`config.mk`:
```
export PLATFORM = sky130hd
export DESIGN_NAME = lsu_mem_initiator
export DESIGN_NICKNAME = d
export VERILOG_FILES = /design/src/rtl/lsu_pkg.sv /design/src/rtl/lsu_lane_align.sv /design/src/rtl/lsu_mem_initiator.sv
export SDC_FILE = /design/constraint.sdc
export NUM_CORES = 1
export LEC_CHECK = 0
export ABC_CLOCK_PERIOD_IN_PS = 2400
export CAP_MARGIN = 25
export CORE_UTILIZATION = 44
export DETAILED_ROUTE_END_ITERATION = 10
export MAX_ROUTING_LAYER = met4
export PLACE_DENSITY = 0.76
export SLEW_MARGIN = 20
export SYNTH_ARGS = -nofsm -noshare
export SYNTH_HDL_FRONTEND = slang
export SYNTH_SLANG_ARGS = --single-unit
```
`constraint.sdc`:
```
create_clock -name clk -period 2.4 [get_ports clk]
set_input_delay 0.24 -clock clk [delete_from_list [all_inputs] [get_ports clk]]
set_output_delay 0.24 -clock clk [all_outputs]
set_load 0.01 [all_outputs]
```
`src/rtl/lsu_pkg.sv`:
```
// lsu_pkg: shared definitions for the load/store initiator.
//   - request size encodings (SZ_B, SZ_H, SZ_W, SZ_X)
//   - FSM state enum (IDLE, RD, WR, RESP)
//   - lane-index helper constants for the 32-bit word
package lsu_pkg;

  localparam logic [1:0] SZ_B = 2'b00;
  localparam logic [1:0] SZ_H = 2'b01;
  localparam logic [1:0] SZ_W = 2'b10;
  localparam logic [1:0] SZ_X = 2'b11;  // illegal encoding

  localparam int BYTE_BITS = 8;
  localparam int HALF_BITS = 16;
  localparam int NUM_LANES = 4;

  typedef enum logic [1:0] {
    IDLE = 2'b00,
    RD   = 2'b01,
    WR   = 2'b10,
    RESP = 2'b11
  } lsu_state_e;

endpackage

```
`src/rtl/lsu_lane_align.sv`:
```
// lsu_lane_align: purely combinational byte-lane handling.
//   size        in  2   effective access size (SZ_B/SZ_H/SZ_W)
//   is_unsigned in  1   zero-extend loads instead of sign-extend
//   addr_lo     in  2   byte offset inside the word
//   load_word   in  32  word read from memory (load extract source)
//   store_word  in  32  previously read word (read-modify-write source)
//   wdata       in  32  right-justified store data
//   load_data   out 32  extracted and extended load result
//   merge_data  out 32  word to write back to memory
module lsu_lane_align
  import lsu_pkg::*;
(
  input  logic [1:0]  size,
  input  logic        is_unsigned,
  input  logic [1:0]  addr_lo,
  input  logic [31:0] load_word,
  input  logic [31:0] store_word,
  input  logic [31:0] wdata,
  output logic [31:0] load_data,
  output logic [31:0] merge_data
);

  function automatic logic [31:0] ext_byte(input logic [7:0] b, input logic uns);
    logic signed [31:0] s;
    s = $signed(b);
    return uns ? {24'd0, b} : s;
  endfunction

  function automatic logic [31:0] ext_half(input logic [15:0] h, input logic uns);
    logic signed [31:0] s;
    s = $signed(h);
    return uns ? {16'd0, h} : s;
  endfunction

  logic [7:0]  byte_sel;
  logic [15:0] half_sel;

  // Halfword lane ignores addr_lo[0], so an unaligned half (checks off)
  // lands in its aligned container.
  assign byte_sel = load_word[{addr_lo, 3'b000} +: BYTE_BITS];
  assign half_sel = load_word[{addr_lo[1], 4'b0000} +: HALF_BITS];

  always_comb begin
    load_data = load_word;
    case (size)
      SZ_B:    load_data = ext_byte(byte_sel, is_unsigned);
      SZ_H:    load_data = ext_half(half_sel, is_unsigned);
      default: load_data = load_word;
    endcase
  end

  always_comb begin
    merge_data = store_word;
    case (size)
      SZ_B:    merge_data[{addr_lo, 3'b000} +: BYTE_BITS]     = wdata[7:0];
      SZ_H:    merge_data[{addr_lo[1], 4'b0000} +: HALF_BITS] = wdata[15:0];
      default: merge_data = wdata;
    endcase
  end

endmodule

```
`src/rtl/lsu_mem_initiator.sv`:
```
// lsu_mem_initiator: one-at-a-time load/store initiator for a word-wide
// data memory. Sub-word stores are read-modify-write.
// Optional feature macro: LSU_ALIGN_CHECK_EN (misaligned/illegal-size
// detection; when undefined resp_err is 0 and size 11 acts as a word).
// Ports:
//   clk, rst_n                      clock, async active-low reset
//   req_valid/req_ready             request handshake (ready only in IDLE)
//   req_we, req_size, req_unsigned  request attributes
//   req_addr, req_wdata             byte address, right-justified store data
//   resp_valid                      one-cycle completion pulse
//   resp_rdata, resp_err            extended load data (0 for stores), error
//   mem_ren, mem_wen                memory read / write enables
//   mem_addr, mem_wdata             word address and write word (0 when idle)
//   mem_rdata                       combinational read word
module lsu_mem_initiator
  import lsu_pkg::*;
#(
  parameter int AW = 32,
  parameter int DW = 32
) (
  input  logic          clk,
  input  logic          rst_n,
  input  logic          req_valid,
  output logic          req_ready,
  input  logic          req_we,
  input  logic [1:0]    req_size,
  input  logic          req_unsigned,
  input  logic [AW-1:0] req_addr,
  input  logic [DW-1:0] req_wdata,
  output logic          resp_valid,
  output logic [DW-1:0] resp_rdata,
  output logic          resp_err,
  output logic          mem_ren,
  output logic          mem_wen,
  output logic [AW-1:0] mem_addr,
  output logic [DW-1:0] mem_wdata,
  input  logic [DW-1:0] mem_rdata
);

  lsu_state_e    state, state_nxt;
  logic          we_q, uns_q;
  logic [1:0]    size_q;
  logic [AW-1:0] addr_q;
  logic [DW-1:0] wdata_q, word_q, rdata_q;
  logic [DW-1:0] load_data, merge_data;
  logic          accept, req_err;
  logic [1:0]    size_eff;

  assign accept = req_valid & req_ready;

`ifdef LSU_ALIGN_CHECK_EN
  logic err_q;
  assign size_eff = req_size;
  assign req_err  = (req_size == SZ_X) ||
                    ((req_size == SZ_H) && req_addr[0]) ||
                    ((req_size == SZ_W) && (req_addr[1:0] != 2'b00));
  assign resp_err = (state == RESP) & err_q;

  always_ff @(posedge clk or negedge rst_n) begin
    if (!rst_n)      err_q <= 1'b0;
    else if (accept) err_q <= req_err;
  end
`else
  assign size_eff = (req_size == SZ_X) ? SZ_W : req_size;
  assign req_err  = 1'b0;
  assign resp_err = 1'b0;
`endif

  always_ff @(posedge clk or negedge rst_n) begin
    if (!rst_n) state <= IDLE;
    else        state <= state_nxt;
  end

  always_comb begin
    state_nxt = state;
    case (state)
      IDLE: begin
        if (accept) begin
          if (req_err)                           state_nxt = RESP;
          else if (!req_we || size_eff != SZ_W)  state_nxt = RD;
          else                                   state_nxt = WR;
        end
      end
      RD:      state_nxt = we_q ? WR : RESP;
      WR:      state_nxt = RESP;
      default: state_nxt = IDLE;
    endcase
  end

  // Request capture, read word capture, and response data. resp_rdata only
  // changes on the edge that enters RESP, so it holds between responses.
  always_ff @(posedge clk or negedge rst_n) begin
    if (!rst_n) begin
      we_q    <= 1'b0;
      uns_q   <= 1'b0;
      size_q  <= SZ_B;
      addr_q  <= '0;
      wdata_q <= '0;
      word_q  <= '0;
      rdata_q <= '0;
    end else begin
      if (accept) begin
        we_q    <= req_we;
        uns_q   <= req_unsigned;
        size_q  <= size_eff;
        addr_q  <= req_addr;
        wdata_q <= req_wdata;
        if (req_err) rdata_q <= '0;
      end
      if (state == RD) begin
        word_q <= mem_rdata;
        if (!we_q) rdata_q <= load_data;
      end
      if (state == WR) rdata_q <= '0;
    end
  end

  lsu_lane_align u_align (
    .size        (size_q),
    .is_unsigned (uns_q),
    .addr_lo     (addr_q[1:0]),
    .load_word   (mem_rdata),
    .store_word  (word_q),
    .wdata       (wdata_q),
    .load_data   (load_data),
    .merge_data  (merge_data)
  );

  // Memory-side outputs are decoded from registered state, so they are
  // stable across the whole RD/WR cycle and drop with async reset.
  assign req_ready  = (state == IDLE);
  assign resp_valid = (state == RESP);
  assign resp_rdata = rdata_q;
  assign mem_ren    = (state == RD);
  assign mem_wen    = (state == WR);
  assign mem_addr   = (state == RD || state == WR) ? {addr_q[AW-1:2], 2'b00} : '0;
  assign mem_wdata  = (state == WR) ? merge_data : '0;

endmodule

```
==> results.md <==
- Initial drt markers: 519
- Final Skew: 0.005143 ns
- Remaining antenna violation count after routing: 0
- Yosys cell types: 51
- Sequential fraction of the synthesis area: 47.07%
- CTS Root Cell: clkbuf_16
- Global route overflow: 0
- Max Transition Viols Final: 0
- Sink Count: 134
- Maxcap violations: 0
- Launching point of the worst reg2reg path: addr_q[1]
- Clk pin slew, worst setup/hold paths: 0.06 ns
- TritonCTS buffer count: 17
- R2r setup slk: 0.16 ns
- CP startpoint kind: flip-flop
- FILL cells: 1158
- Area Growth Syn to Fin: 48.59%
- Measured slew at the worst slew-check pin: 0.7073 ns
- Die ar.: 16700 um2
- PortBufs: 200
- Initial core utilization: 45.01%
- Vias in the first global route: 6522
- Share of cells above drive strength 1: 32.10%
- Crit path kind: flip-flop to output pin
- Largest net degree at the start of global routing: 48
- Post-synth EDFFs: 0
- WL final: 24.34 mm
- R2R Path End: resp_rdata[18]
- Gate Count Post-Synth: 628
- DP HPWL: 16.52 mm
- Post-synthesis cell area: 7124 um2
- I/O pin cnt: 204
- Fin area: 10590 um2
- Syn Area/Cell: 11.34 um2
- Cells on worst reg2reg path: 8
- Avg Vias per Cell: 5.925
- Setup WS post-layout: -0.02282 ns
- Placeable Area: 15830 um2
- Routed WL per cell: 22.56 um
- Die outline height: 129.2 um
- Clk_lat worst skew: 0.42 ns
- Worst rel slew slack: 52.64%
- Cell leakage power: 4.573 nW
- Drt drc: 0
- Critical Path RT: 2.16 ns
- First-pass GRT wire length: 37.03 mm
- Power per cell area: 1550 nW/um2
- Most common cell after layout, fill and taps aside: clkdlybuf4s50_1
- Crit path time final: 2.423 ns
- Status: complete, but fails checks
- Final setup vio count: 7
- DRT Pass-1 Iters: 7
- Die W: 129.2 um
- Final worst path period share: 101.0%
- Row count: 46
- WP data arrival: 2.18 ns
- CTS tree: built
- Failing checks: setup timing
- Fin nets: 962
- Placed Area: 9553 um2
- Max Freq: 0.4127 GHz
- Hold Path Class: input port to async pin
- Most frequent cells in the layout: clkdlybuf4s50_1, dfrtp_1, mux2_2
- Ys flop type: dfrtp_1
- Fin. Hold Viols: 0
- Post-layout util: 66.89%
- Gr usage total: 30.95%
- H-tree Lvls: 4
- Max Root-Sink Buffers: 2
- Ys Warns: 0
- ANT cells: 0
- CP endpoint kind: output pin
- Initial antenna violation count: 0
- Async S/R FF share, synth: 100.0%
- RSZ-0062 raised after global routing: true
- CP max FO: 7
- VDD IR max: 0.8087 mV
- #FFs+latches synth: 134
- RePlAce Congestion: 0.9475
- Via count: 6393
-- flip-flops by register name (all words and copies together), names as in the netlist --
signal,cells
addr_q,32
resp_rdata,32
size_q,2
state,2
uns_q,1
wdata_q,32
we_q,1
word_q,32
-- synthesized netlist by cell type (5+ instances only) --
library cell / number / area (um2)
a211oi_1: 8 / 60.06
a221o_1: 13 / 130.1
a221o_2: 10 / 112.6
a221oi_1: 17 / 148.9
a22oi_1: 9 / 67.56
a2bb2oi_1: 8 / 70.07
a32o_1: 7 / 70.07
a32oi_1: 7 / 61.31
and2_1: 31 / 193.9
buf_1: 12 / 45.04
buf_2: 7 / 35.03
clkbuf_1: 30 / 112.6
dfrtp_1: 134 / 3353
ha_1: 9 / 112.6
inv_1: 16 / 60.06
mux2_2: 101 / 1137
mux2i_1: 22 / 220.2
nand2_1: 56 / 210.2
nand3_1: 10 / 50.05
nor2b_1: 5 / 31.28
nor3b_1: 7 / 52.55
o2111ai_1: 7 / 61.31
o21ai_0: 27 / 135.1
o221ai_1: 7 / 61.31
o22ai_1: 9 / 56.30
o2bb2ai_1: 10 / 87.58
o311ai_0: 8 / 70.07
-- power breakdown --
group	leakage (nW)	internal (W)	switching [W]	total [W]
combinational	2.64	0.00481	0.00434	0.00915
clock	0.304	0.00180	0.00103	0.00283
sequential	1.63	0.00335	0.00108	0.00444
-- area by class of cell --
type	instances	area [um2]	area share, %
Sequential cell	134	3354	31.69
Multi-Input combinational cell	423	3736	35.29
Inverter	18	73.82	0.6973
Clock inverter	11	171.4	1.619
Timing Repair Buffer	256	2520	23.80
Clock buffer	21	460.4	4.349
Tap cell	216	270.3	2.553
-- critical path, cell delays in order (launching register included) --
cell	delay (ns)
dfrtp_1	0.40
inv_2	0.13
ha_4	0.19
inv_4	0.05
nor4b_4	0.26
buf_6	0.17
buf_6	0.10
a221oi_2	0.05
a211oi_2	0.23
buf_2	0.17
-- worst max path at each step --
stage	cells past startpoint	startpoint	endpoint
after floorplan	7	addr_q[1]	mem_wdata[30]
after global placement	7	addr_q[0]	mem_wdata[18]
after detailed placement	7	addr_q[1]	mem_wdata[5]
after CTS	9	addr_q[0]	mem_wdata[31]
after global routing	9	addr_q[0]	mem_wdata[0]
final	9	addr_q[0]	mem_wdata[1]
-- timing repair --
action                                 4_1_cts  5_1_grt
pin swaps                                   30       27
setup buffers                               13        2
hold buffers                                 1        0
setup endpoints to repair                   62       40
cloned                                       3        0
resized for setup                          178       43
endpoints found under the hold margin       40        0
-- logic make-up after synthesis --
family / share of synthesized area, %
adders and majority gates: 1.581
and+or+nand+nor: 9.695
buffers and inverters: 4.391
AOI/OAI and AO/OA: 18.16
muxes: 19.06
other: 0.05264
DFF: 47.07
-- metal layers --
layer	GRT usage (%)	vias up	wire, um
met5	-	-	0
met4	16.12	0	902
met3	6.854	59	1664
met2	47.09	316	11540
met1	38.65	3205	10240
li1	-	2813	-
-- stage by stage --
step | worst slack [ns] | std cells | hold slack [ns] | TNS (ns) | power (W)
5_1_grt | -0.1353 | 1079 | 0.4141 | -1.752 | 0.01724
6_report | -0.02282 | 1079 | 0.3709 | -0.1066 | 0.01641
3_3_place_gp | 0.003450 | 1030 | 0.2732 | 0 | 0.01235
4_1_cts | -0.04996 | 1079 | 0.3817 | -0.2671 | 0.01609
3_5_place_dp | -0.08948 | 1030 | 0.2828 | -0.7371 | 0.01253
2_1_floorplan | -0.01706 | 630 | -0.05559 | -0.03831 | 0.008825
Note: power is estimated with default switching activity, not from simulation.
